[config.mk]
export PLATFORM = sky130hd
export DESIGN_NAME = alu_seq
export DESIGN_NICKNAME = d
export VERILOG_FILES = /design/src/rtl/alu_seq_pkg.sv /design/src/rtl/alu_seq_decode.sv /design/src/rtl/alu_seq.sv
export SDC_FILE = /design/constraint.sdc
export NUM_CORES = 1
export LEC_CHECK = 0
export ABC_AREA = 1
export CAP_MARGIN = 30
export CORE_ASPECT_RATIO = 0.5
export CORE_UTILIZATION = 39
export DETAILED_ROUTE_END_ITERATION = 10
export PLACE_DENSITY = 0.77
export SETUP_SLACK_MARGIN = 0.3
export SYNTH_ARGS = -nofsm -noshare
export SYNTH_HDL_FRONTEND = slang
export SYNTH_SLANG_ARGS = --single-unit
[constraint.sdc]
create_clock -name clk -period 1.6 [get_ports clk]
set_clock_uncertainty 0.15 [all_clocks]
set_input_delay 0.16 -clock clk [delete_from_list [all_inputs] [get_ports clk]]
set_output_delay 0.16 -clock clk [all_outputs]
set_load 0.05 [all_outputs]
[src/rtl/alu_seq_pkg.sv]
// Shared definitions for the sequential ALU controller: FSM state encoding,
// PSR flag bit positions and the 8-bit opcodes understood by the external ALU.
package alu_seq_pkg;

  typedef enum logic [1:0] {
    ST_IDLE = 2'd0,
    ST_READ = 2'd1,
    ST_EXEC = 2'd2,
    ST_WB   = 2'd3
  } state_t;

  localparam int FLAG_Z = 4;
  localparam int FLAG_C = 3;
  localparam int FLAG_F = 2;
  localparam int FLAG_L = 1;
  localparam int FLAG_N = 0;

  localparam logic [7:0] OP_NOP     = 8'h00;
  localparam logic [7:0] OP_AND     = 8'h01;
  localparam logic [7:0] OP_OR      = 8'h02;
  localparam logic [7:0] OP_XOR     = 8'h03;
  localparam logic [7:0] OP_ADDCU   = 8'h04;
  localparam logic [7:0] OP_ADD     = 8'h05;
  localparam logic [7:0] OP_ADDU    = 8'h06;
  localparam logic [7:0] OP_ADDC    = 8'h07;
  localparam logic [7:0] OP_SUB     = 8'h09;
  localparam logic [7:0] OP_SUBC    = 8'h0A;
  localparam logic [7:0] OP_CMP     = 8'h0B;
  localparam logic [7:0] OP_MOV     = 8'h0D;
  localparam logic [7:0] OP_CMPU    = 8'h0E;
  localparam logic [7:0] OP_ANDI    = 8'h10;
  localparam logic [7:0] OP_ORI     = 8'h20;
  localparam logic [7:0] OP_XORI    = 8'h30;
  localparam logic [7:0] OP_ADDI    = 8'h50;
  localparam logic [7:0] OP_ADDUI   = 8'h60;
  localparam logic [7:0] OP_ADDCI   = 8'h70;
  localparam logic [7:0] OP_LSHI_L  = 8'h80;
  localparam logic [7:0] OP_LSHI_R  = 8'h81;
  localparam logic [7:0] OP_ASHUI_L = 8'h82;
  localparam logic [7:0] OP_ASHUI_R = 8'h83;
  localparam logic [7:0] OP_LSH     = 8'h84;
  localparam logic [7:0] OP_ASHU    = 8'h86;
  localparam logic [7:0] OP_SUBI    = 8'h90;
  localparam logic [7:0] OP_SUBCI   = 8'hA0;
  localparam logic [7:0] OP_CMPI    = 8'hB0;
  localparam logic [7:0] OP_MOVI    = 8'hD0;
  localparam logic [7:0] OP_CMPUI   = 8'hE0;

  // Compare instructions only update flags; they never write Rd.
  function automatic logic is_compare(input logic [7:0] opc);
    return (opc == OP_CMP) || (opc == OP_CMPU) ||
           (opc == OP_CMPI) || (opc == OP_CMPUI);
  endfunction

endpackage

[src/rtl/alu_seq_decode.sv]
// Combinational instruction decoder: maps the 16-bit instruction word onto the
// ALU opcode and the control bits the sequencer needs.
// Op 0000 and op 1000 carry their sub-function in ext; every other op is an
// immediate form whose low byte is the immediate. Op 1000 with ext 00xx is a
// shift by the 4-bit constant held in rs_imm.
module alu_seq_decode
  import alu_seq_pkg::*;
(
  input  logic [15:0] inst,
  output logic [7:0]  alu_opcode,
  output logic        imm_sel,
  output logic        imm_sign,
  output logic        writes_rd,
  output logic        writes_psr,
  output logic        legal
);

  logic [3:0] op;
  logic [3:0] ext;
  logic       reg_form;
  logic       shift_imm;

  assign op  = inst[15:12];
  assign ext = inst[7:4];

  // Form selection, opcode assembly and legality check of the latched word.
  always_comb begin
    reg_form   = (op == 4'h0) || (op == 4'h8);
    shift_imm  = (op == 4'h8) && (ext[3:2] == 2'b00);
    alu_opcode = reg_form ? {op, ext} : {op, 4'h0};
    imm_sel    = !reg_form || shift_imm;
    imm_sign   = (alu_opcode == OP_ADDI) || (alu_opcode == OP_ADDCI) ||
                 (alu_opcode == OP_SUBI) || (alu_opcode == OP_CMPI);
    case (alu_opcode)
      OP_NOP, OP_AND, OP_OR, OP_XOR, OP_ADDCU, OP_ADD, OP_ADDU, OP_ADDC,
      OP_SUB, OP_SUBC, OP_CMP, OP_MOV, OP_CMPU,
      OP_ANDI, OP_ORI, OP_XORI, OP_ADDI, OP_ADDUI, OP_ADDCI,
      OP_SUBI, OP_SUBCI, OP_CMPI, OP_MOVI, OP_CMPUI,
      OP_LSHI_L, OP_LSHI_R, OP_ASHUI_L, OP_ASHUI_R, OP_LSH, OP_ASHU:
        legal = 1'b1;
      default:
        legal = 1'b0;
    endcase
    writes_psr = legal && (alu_opcode != OP_NOP);
    writes_rd  = writes_psr && !is_compare(alu_opcode);
  end

endmodule

[src/rtl/alu_seq.sv]
// Sequential controller for an external combinational ALU. Each accepted
// instruction walks IDLE -> READ -> EXEC -> WB, reading two registers,
// driving the ALU, then writing Rd and the PSR on the way back to IDLE.
// Optional feature: define ALU_SEQ_PERF_COUNT_EN to add the 16-bit
// retired_cnt output counting every retired instruction.
module alu_seq
  import alu_seq_pkg::*;
(
  input  logic        clk,
  input  logic        reset,
  input  logic        in_valid,
  input  logic [15:0] in_inst,
  output logic        in_ready,
  output logic [3:0]  rf_ra_addr,
  output logic [3:0]  rf_rb_addr,
  input  logic [15:0] rf_ra_data,
  input  logic [15:0] rf_rb_data,
  output logic        rf_we,
  output logic [3:0]  rf_wa,
  output logic [15:0] rf_wd,
  output logic [15:0] alu_a,
  output logic [15:0] alu_b,
  output logic [7:0]  alu_opcode,
  output logic        alu_carry_in,
  input  logic [15:0] alu_c,
  input  logic [4:0]  alu_flags,
  output logic [4:0]  psr,
  output logic        done,
  output logic        illegal
`ifdef ALU_SEQ_PERF_COUNT_EN
  ,
  output logic [15:0] retired_cnt
`endif
);

  state_t      state;
  state_t      next_state;
  logic [15:0] inst_q;
  logic [15:0] ra_q;
  logic [15:0] rb_q;
  logic [15:0] c_q;
  logic [4:0]  flags_q;
  logic [15:0] imm_val;
  logic [15:0] operand_b;
  logic        accept;

  logic [7:0]  dec_opcode;
  logic        dec_imm_sel;
  logic        dec_imm_sign;
  logic        dec_writes_rd;
  logic        dec_writes_psr;
  logic        dec_legal;

  assign accept = in_valid && (state == ST_IDLE);

  alu_seq_decode u_decode (
    .inst       (inst_q),
    .alu_opcode (dec_opcode),
    .imm_sel    (dec_imm_sel),
    .imm_sign   (dec_imm_sign),
    .writes_rd  (dec_writes_rd),
    .writes_psr (dec_writes_psr),
    .legal      (dec_legal)
  );

  // Build the second ALU operand: shift constant, sign/zero-extended byte, or Rs.
  always_comb begin
    if (dec_opcode[7:4] == 4'h8) begin
      imm_val = {12'h000, inst_q[3:0]};
    end else if (dec_imm_sign) begin
      imm_val = {{8{inst_q[7]}}, inst_q[7:0]};
    end else begin
      imm_val = {8'h00, inst_q[7:0]};
    end
    operand_b = dec_imm_sel ? imm_val : rb_q;
  end

  // State register; reset abandons any in-flight instruction.
  always_ff @(posedge clk) begin
    if (reset) begin
      state <= ST_IDLE;
    end else begin
      state <= next_state;
    end
  end

  // Next-state logic and all per-state outputs; everything idles at zero.
  always_comb begin
    next_state   = state;
    in_ready     = 1'b0;
    rf_ra_addr   = 4'h0;
    rf_rb_addr   = 4'h0;
    rf_we        = 1'b0;
    rf_wa        = 4'h0;
    rf_wd        = 16'h0000;
    alu_a        = 16'h0000;
    alu_b        = 16'h0000;
    alu_opcode   = 8'h00;
    alu_carry_in = 1'b0;
    done         = 1'b0;
    illegal      = 1'b0;
    case (state)
      ST_IDLE: begin
        in_ready = 1'b1;
        if (in_valid) begin
          next_state = ST_READ;
        end
      end
      ST_READ: begin
        rf_ra_addr = inst_q[11:8];
        rf_rb_addr = inst_q[3:0];
        next_state = ST_EXEC;
      end
      ST_EXEC: begin
        alu_a        = ra_q;
        alu_b        = operand_b;
        alu_opcode   = dec_opcode;
        alu_carry_in = psr[FLAG_C];
        next_state   = ST_WB;
      end
      ST_WB: begin
        rf_we = dec_writes_rd;
        if (dec_writes_rd) begin
          rf_wa = inst_q[11:8];
          rf_wd = c_q;
        end
        done       = 1'b1;
        illegal    = !dec_legal;
        next_state = ST_IDLE;
      end
      default: begin
        next_state = ST_IDLE;
      end
    endcase
  end

  // Datapath latches: instruction on accept, operands after READ,
  // ALU result after EXEC, PSR on the WB edge.
  always_ff @(posedge clk) begin
    if (reset) begin
      inst_q  <= 16'h0000;
      ra_q    <= 16'h0000;
      rb_q    <= 16'h0000;
      c_q     <= 16'h0000;
      flags_q <= 5'h00;
      psr     <= 5'h00;
    end else begin
      if (accept) begin
        inst_q <= in_inst;
      end
      if (state == ST_READ) begin
        ra_q <= rf_ra_data;
        rb_q <= rf_rb_data;
      end
      if (state == ST_EXEC) begin
        c_q     <= alu_c;
        flags_q <= alu_flags;
      end
      if ((state == ST_WB) && dec_writes_psr) begin
        psr <= flags_q;
      end
    end
  end

`ifdef ALU_SEQ_PERF_COUNT_EN
  // Count every retire, illegal ones included; wraps naturally at 16 bits.
  always_ff @(posedge clk) begin
    if (reset) begin
      retired_cnt <= 16'h0000;
    end else if (state == ST_WB) begin
      retired_cnt <= retired_cnt + 16'h0001;
    end
  end
`else
  // Default build carries no retire counter.
`endif

endmodule

==> results of run 1 <==
## cells in the mapped netlist
cell type | n | area share [%]
nand4_1 | 5 | 0.87
a32oi_1 | 1 | 0.24
a221oi_1 | 1 | 0.24
o21ai_1 | 1 | 0.14
buf_4 | 2 | 0.42
clkinv_1 | 1 | 0.10
nor2_4 | 2 | 0.62
a41oi_2 | 1 | 0.45
o21ai_0 | 71 | 9.8
dfxtp_1 | 76 | 42
inv_1 | 73 | 7.6
nor3_1 | 1 | 0.14
nor2_8 | 1 | 0.55
a21oi_4 | 1 | 0.45
nand3_2 | 2 | 0.55
buf_6 | 4 | 1.2
nand3_1 | 10 | 1.4
clkbuf_1 | 24 | 2.5
ha_1 | 4 | 1.4
nor2_1 | 108 | 11
a21oi_1 | 47 | 6.5
nand4_2 | 3 | 1.0
a21oi_2 | 1 | 0.24
inv_2 | 1 | 0.10
buf_2 | 2 | 0.28
nor2_2 | 21 | 3.6
nand2_1 | 60 | 6.2
## logic make-up after synthesis
family | count (synthesis) | share of synthesized area, %
simple gates | 213 | 26.2
fa+ha+maj | 4 | 1.38
buf+inv | 107 | 12.2
flops | 76 | 42.1
compound gates | 124 | 18.1
## through the flow
step                      instance area, um^2  utilization [%]
after floorplan                          4430                -
after global placement                   7080             79.9
after detailed placement                 7080             79.9
after CTS                                8150             91.9
## repair_timing
item	4_1_cts
endpoints found under the setup margin	149
cloned	8
setup buffers	20
resized for setup	164
pin swaps	46
==> results.json, run 1 <==
{
  "dp_slack_ns": -0.455,
  "grt_max_degree": 39,
  "die_height_um": 70.1,
  "gp_congestion": 0.926,
  "worstEndpointType": "output port",
  "synth.distinct_cells": 27,
  "synthCells": 524,
  "root_buffer": "clkbuf_16",
  "haltStage": "global routing (5_1_grt)",
  "ctsHoldBuffers": 0,
  "cts_buffer_depth": 2,
  "dp_hpwl_mm": 8.80,
  "synth_nets": 600,
  "ys_seq_area_share_pct": 42.1,
  "die_x_um": 138,
  "cts_buffers": 9,
  "cts_sinks": 76,
  "pin_count": 150,
  "port_buffers": 149,
  "stop_error": "[ERROR DPL-0038] Utilization greater than 100%, impossible to legalize",
  "start_util_pct": 40.8,
  "ys_warn_count": 0,
  "syn_area_um2": 3620,
  "rows": 24,
  "run_status": "stopped before the end",
  "syn_avg_cell_area_um2": 6.90,
  "placed_cells_incl_taps": 822,
  "ys_seq_elements": 76,
  "grt-worst-endpoint": "rf_wd[9]",
  "cts_max_level": 3
}
==> inputs of run 2 (changes only) <==
- CORE_ASPECT_RATIO: 0.5 -> unset
- CORE_UTILIZATION: 39 -> 35
- PLACE_DENSITY: 0.77 -> unset
- PLACE_DENSITY_LB_ADDON: unset -> 0.15
- SETUP_SLACK_MARGIN: 0.3 -> unset
- clock period: 1.6 -> 2.1 ns (I/O delays scaled with it)
==> results.json, run 2 <==
{
  "async_reset_ff_share_pct": 0,
  "switching_power_mw": 3.78,
  "final_util_pct": 68.6,
  "critPathKind": "reg -> out",
  "multiInputGateArea_um2": 2090,
  "via_per_inst": 4.73,
  "die_x_um": 104,
  "reg2reg_from": "inst_q[12]$_SDFFE_PP0P_",
  "ys_warn_count": 0,
  "antenna_found_initial": 0,
  "num_antenna_cells": 0,
  "fin_cells": 822,
  "rr_endpoint": "psr[2]$_SDFFE_PP0P_",
  "end_kind": "output port",
  "coreArea_um2": 9910,
  "sw_frac_of_total_pct": 46.1,
  "drc_errors": 0,
  "critPathArrivalTime_ns": 2.10,
  "overflow": 0,
  "violations": "setup timing",
  "dr.pass1.iters": 4,
  "final_common_cell": "nor2_1",
  "cts_buffers": 9,
  "grt_pass1_wl_mm": 18.2,
  "synth.distinct_cells": 27,
  "wl_mm": 11.3,
  "p_per_area_nw_per_um2": 1200,
  "cts_buffer_depth": 2,
  "start_util_pct": 36.5,
  "port_buffers": 149,
  "tightest_slew_ns": 0.532,
  "insertion_delay_ns": 0.35,
  "ant_nets": 0,
  "path_clk_slew_ns": 0.08,
  "cts_tree": "done",
  "reg2reg_slack_ns": 0.22,
  "setup_viol": 34,
  "maxCapViolations": 0,
  "root_buffer": "clkbuf_8",
  "reg2reg_depth": 11,
  "run_status": "finished, violations left",
  "cp-startpoint": "inst_q[12]$_SDFFE_PP0P_",
  "placed_cells_incl_taps": 800,
  "wl_per_cell_um": 13.7,
  "vias": 3884,
  "fin_crit_ns": 2.46,
  "hold_viol_final": 0,
  "die_height_um": 104,
  "pin_count": 150,
  "holdCritStartpoint": "rf_ra_data[14]",
  "power_frac_clock_pct": 13.5,
  "hold_depth": 3,
  "synth_top_flop_cell": "dfxtp_1",
  "wl_met2_mm": 5.58,
  "synthCells": 524,
  "grt_use_total_pct": 20.8,
  "post-synth-top-count-cell": "nor2_1",
  "cp.required_ns": 1.74,
  "syn_avg_cell_area_um2": 6.90,
  "drt_iter0_markers": 119,
  "synth_area_leaders": "dfxtp_1, nor2_1, o21ai_0, inv_1, a21oi_1",
  "setup_ws_ns": -0.357,
  "slew_headroom_pct": 64.4,
  "cts_sinks": 76,
  "seq_power_share_pct": 28.3,
  "layout_common_cells": "nor2_1, clkdlybuf4s50_1, buf_12, o21ai_0, dfxtp_1",
  "dr.max_layer_used": "met4",
  "seqCellArea_um2": 1530,
  "power_mw": 8.19,
  "dpl-instance-area_um2": 6160,
  "nNetsFinal": 760,
  "clock.fmax_ghz": 0.407,
  "power_frac_comb_pct": 58.2,
  "synth_top_area_share_pct": 42.1,
  "fillCellCount": 810,
  "hold_class": "in -> reg",
  "cts_max_level": 3,
  "rows": 36,
  "gp_congestion": 0.827,
  "min_to": "ra_q[14]$_SDFFE_PP0N_",
  "rsz0062_at_grt": "true",
  "worstPathMaxFanout": 17,
  "synthToLayoutAreaGrowth_pct": 88.0,
  "die_area_um2": 10700,
  "leakagePower_nw": 2.88,
  "dp_hpwl_mm": 8.19,
  "p_int_mw": 4.41,
  "fin_area_um2": 6800,
  "irDropWorstVdd_mv": 0.717,
  "final_layout_size_suffix_gt1_share_pct": 30.8,
  "grt_max_degree": 32,
  "wl_met1_mm": 4.73,
  "ys_seq_elements": 76,
  "ys_seq_area_share_pct": 42.1,
  "grt_pass1_vias": 3786,
  "finalMaxSlewViolations": 0,
  "synth_top_area_cell": "dfxtp_1",
  "synth_edf_count": 0,
  "start_kind": "register",
  "met3_length_um": 797,
  "synth_nets": 600,
  "finalCritPeriodShare_pct": 117,
  "ys_top_cells_by_count": "nor2_1, dfxtp_1, inv_1",
  "syn_area_um2": 3620
}
run 2: worst max path at each step:
| stage | endpoint |
|---|---|
| 2_1_floorplan | alu_b[10] |
| 3_5_place_dp | alu_b[9] |
| 5_1_grt | rf_wd[3] |
| 6_report | rf_wd[5] |
| 3_3_place_gp | rf_wd[2] |
| 4_1_cts | rf_wd[5] |
run 2: worst max-delay path: stages (launching register included):
cell and delay (ns):
dfxtp_2 0.34, nor2_4 0.16, buf_6 0.14, nand4_1 0.16, a21oi_2 0.18, nor2_1 0.07, nand3_2 0.11, nand4_4 0.11
buf_12 0.21, nor2_4 0.12, buf_12 0.14
run 2: final cells by class:
cell class              instances  share of cell area, %
inverters                      75                   4.18
clock inverters                 5                  0.902
clock buffers                  11                   1.93
flip-flops and latches         76                   22.6
multi-input cells             341                   30.7
repair buffers                181                   37.3
well taps                     133                   2.45
run 2: per-layer routing:
metal,up-vias,global-route usage [%]
met4,0,6.63
met1,1792,24.0
met2,116,36.2
li1,1965,-
met3,11,6.86
met5,-,0
run 2: cells by family after synthesis:
kind of cell	after synthesis	synth area share, %
compound gates	124	18.1
fa+ha+maj	4	1.38
buf+inv	107	12.2
flops	76	42.1
simple gates	213	26.2
run 2: what timing repair did:
item / CTS / global route
resized for setup: 59 / 47
pin swaps: 5 / 8
setup buffers: 2 / 4
hold buffers: 0 / 0
endpoints found under the setup margin: 42 / 46
run 2: per-stage QoR:
stage | worst slack, ns | TNS, ns | hold WS [ns]
final | -0.357 | -8.64 | 0.290
after floorplan | -0.151 | -1.21 | 0.139
after CTS | -0.302 | -7.23 | 0.278
after global routing | -0.467 | -12.39 | 0.292
after detailed placement | 0.0539 | 0 | 0.302
after global placement | 0.0583 | 0 | 0.291
run 2: power groups by stage:
| stage | clock (mW) | sequential (mW) | combinational [mW] |
|---|---|---|---|
| 2_1_floorplan | 0 | 2.24 | 2.49 |
| 3_3_place_gp | 0 | 2.24 | 3.97 |
| 3_5_place_dp | 0 | 2.26 | 4.04 |
| 4_1_cts | 1.13 | 2.26 | 4.40 |
| 5_1_grt | 1.20 | 2.38 | 5.14 |
| 6_report | 1.11 | 2.32 | 4.77 |
(Power assumes the default switching activity.)
==> inputs of run 3 (changes only) <==
- clock period: 2.1 -> 2.65 ns (I/O delays scaled with it)
==> results.json, run 3 (synthesis results as in run 2) <==
{
  "ant_nets": 0,
  "critPathKind": "reg -> out",
  "start_util_pct": 36.5,
  "fin_hold_ws_ns": 0.312,
  "pin_count": 150,
  "rsz0062_at_grt": "true",
  "die_x_um": 104,
  "wl_per_cell_um": 13.0,
  "tightest_slew_ns": 0.604,
  "hold_viol_final": 0,
  "synthToLayoutAreaGrowth_pct": 64.1,
  "cts_tree": "done",
  "cts_buffer_depth": 2,
  "layout_common_cells": "nor2_1, clkdlybuf4s50_1, dfxtp_1, inv_1, o21ai_0",
  "irDropWorstVdd_mv": 0.488,
  "port_buffers": 149,
  "p_per_area_nw_per_um2": 941,
  "antenna_found_initial": 0,
  "dp_hpwl_mm": 7.68,
  "setup_viol": 0,
  "gp_congestion": 0.919,
  "grt_pass1_wl_mm": 17.1,
  "grt_pass1_vias": 3612,
  "drc_errors": 0,
  "die_area_um2": 10700,
  "clock.fmax_ghz": 0.393,
  "slew_headroom_pct": 59.6,
  "fin_crit_ns": 2.55,
  "root_buffer": "clkbuf_8",
  "via_per_inst": 4.64,
  "dr.pass1.iters": 4,
  "critPathArrivalTime_ns": 2.13,
  "start_kind": "register",
  "final_layout_size_suffix_gt1_share_pct": 21.0,
  "path_clk_slew_ns": 0.08,
  "finalMaxSlewViolations": 0,
  "die_height_um": 104,
  "overflow": 0,
  "coreArea_um2": 9910,
  "rows": 36,
  "num_antenna_cells": 0,
  "cts_buffers": 9,
  "wl_mm": 10.4,
  "worstPathMaxFanout": 8,
  "finalCritPeriodShare_pct": 96.1,
  "ctsHoldBuffers": 0,
  "grt_use_total_pct": 19.6,
  "hold_class": "reg -> reg",
  "leakagePower_nw": 2.61,
  "cts_max_level": 3,
  "run_status": "finished, final reports clean",
  "cts_sinks": 76,
  "final_common_cell": "nor2_1",
  "drt_iter0_markers": 96,
  "vias": 3737,
  "power_mw": 5.58,
  "insertion_delay_ns": 0.35,
  "maxCapViolations": 0,
  "cp.required_ns": 2.24,
  "nNetsFinal": 743,
  "end_kind": "output port",
  "grt_max_degree": 55
}
-- run 3: cell types whose count changed in the layout (fill, tap and decap cells not counted), moves of 8 or more --
cell | before | now
nor2_2 | 14 | 23
nor2_1 | 85 | 105
a21oi_4 | 9 | 1
a21oi_1 | 38 | 47
nand2_4 | 11 | 0
buf_12 | 76 | 52
nand2_1 | 46 | 59
nor2_4 | 32 | 3
buf_4 | 20 | 31
-- run 3: through the flow --
step	TNS (ns)	utilization, %	std cells	area, um^2	worst slack (ns)
6_report	0	59.9	805	5930	0.103
5_1_grt	-0.0578	59.9	805	5930	-0.0246
4_1_cts	0	59.7	805	5920	0.0187
3_5_place_dp	0	57.6	787	5700	0.268
3_3_place_gp	0	57.3	786	5680	0.357
2_1_floorplan	0	-	524	3620	0.273
-- run 3: layer usage --
layer	up-vias	track usage [%]	routed length, um
li1	1926	-	-
met1	1673	23.0	4620
met2	128	35.0	5060
met3	10	5.35	646
met4	0	5.18	122
met5	-	0	0
-- run 3: layout make-up --
type	count	area [um^2]
multi-input cells	341	1670
clock inverters	6	63.8
well taps	133	166
fillers	893	3980
flip-flops and latches	76	1520
clock buffers	10	128
repair buffers	164	2100
inverters	75	282
-- run 3: worst paths after layout --
check	to	slack, ns	cells past startpoint	start
max	alu_b[12]	0.10	8	inst_q[14]$_SDFFE_PP0P_
min	flags_q[3]$_SDFFE_PP0P_	0.31	2	flags_q[3]$_SDFFE_PP0P_
max reg2reg	inst_q[14]$_SDFFE_PP0P_	0.80	6	state[0]$_SDFFE_PP0P_
min reg2reg	flags_q[3]$_SDFFE_PP0P_	0.31	2	flags_q[3]$_SDFFE_PP0P_
-- run 3: where the power goes --
| group | switching, mW | internal [mW] |
|---|---|---|
| clock network | 0.448 | 0.436 |
| logic | 1.87 | 1.06 |
| registers | 0.219 | 1.56 |
-- run 3: timing repair --
| item | 4_1_cts | 5_1_grt |
|---|---|---|
| pin swaps | 1 | 1 |
| setup endpoints to repair | 12 | 29 |
| setup buffers | 2 | 0 |
| resized for setup | 2 | 7 |
-- run 3: worst max-delay path, cell delays in order (launching register included) --
cell and delay, ns:
dfxtp_1 0.36, nor2_1 0.22, inv_1 0.16, nor2_8 0.13
nor2_1 0.05, a21oi_1 0.26, nand2_2 0.20, nor2_1 0.23
buf_12 0.17
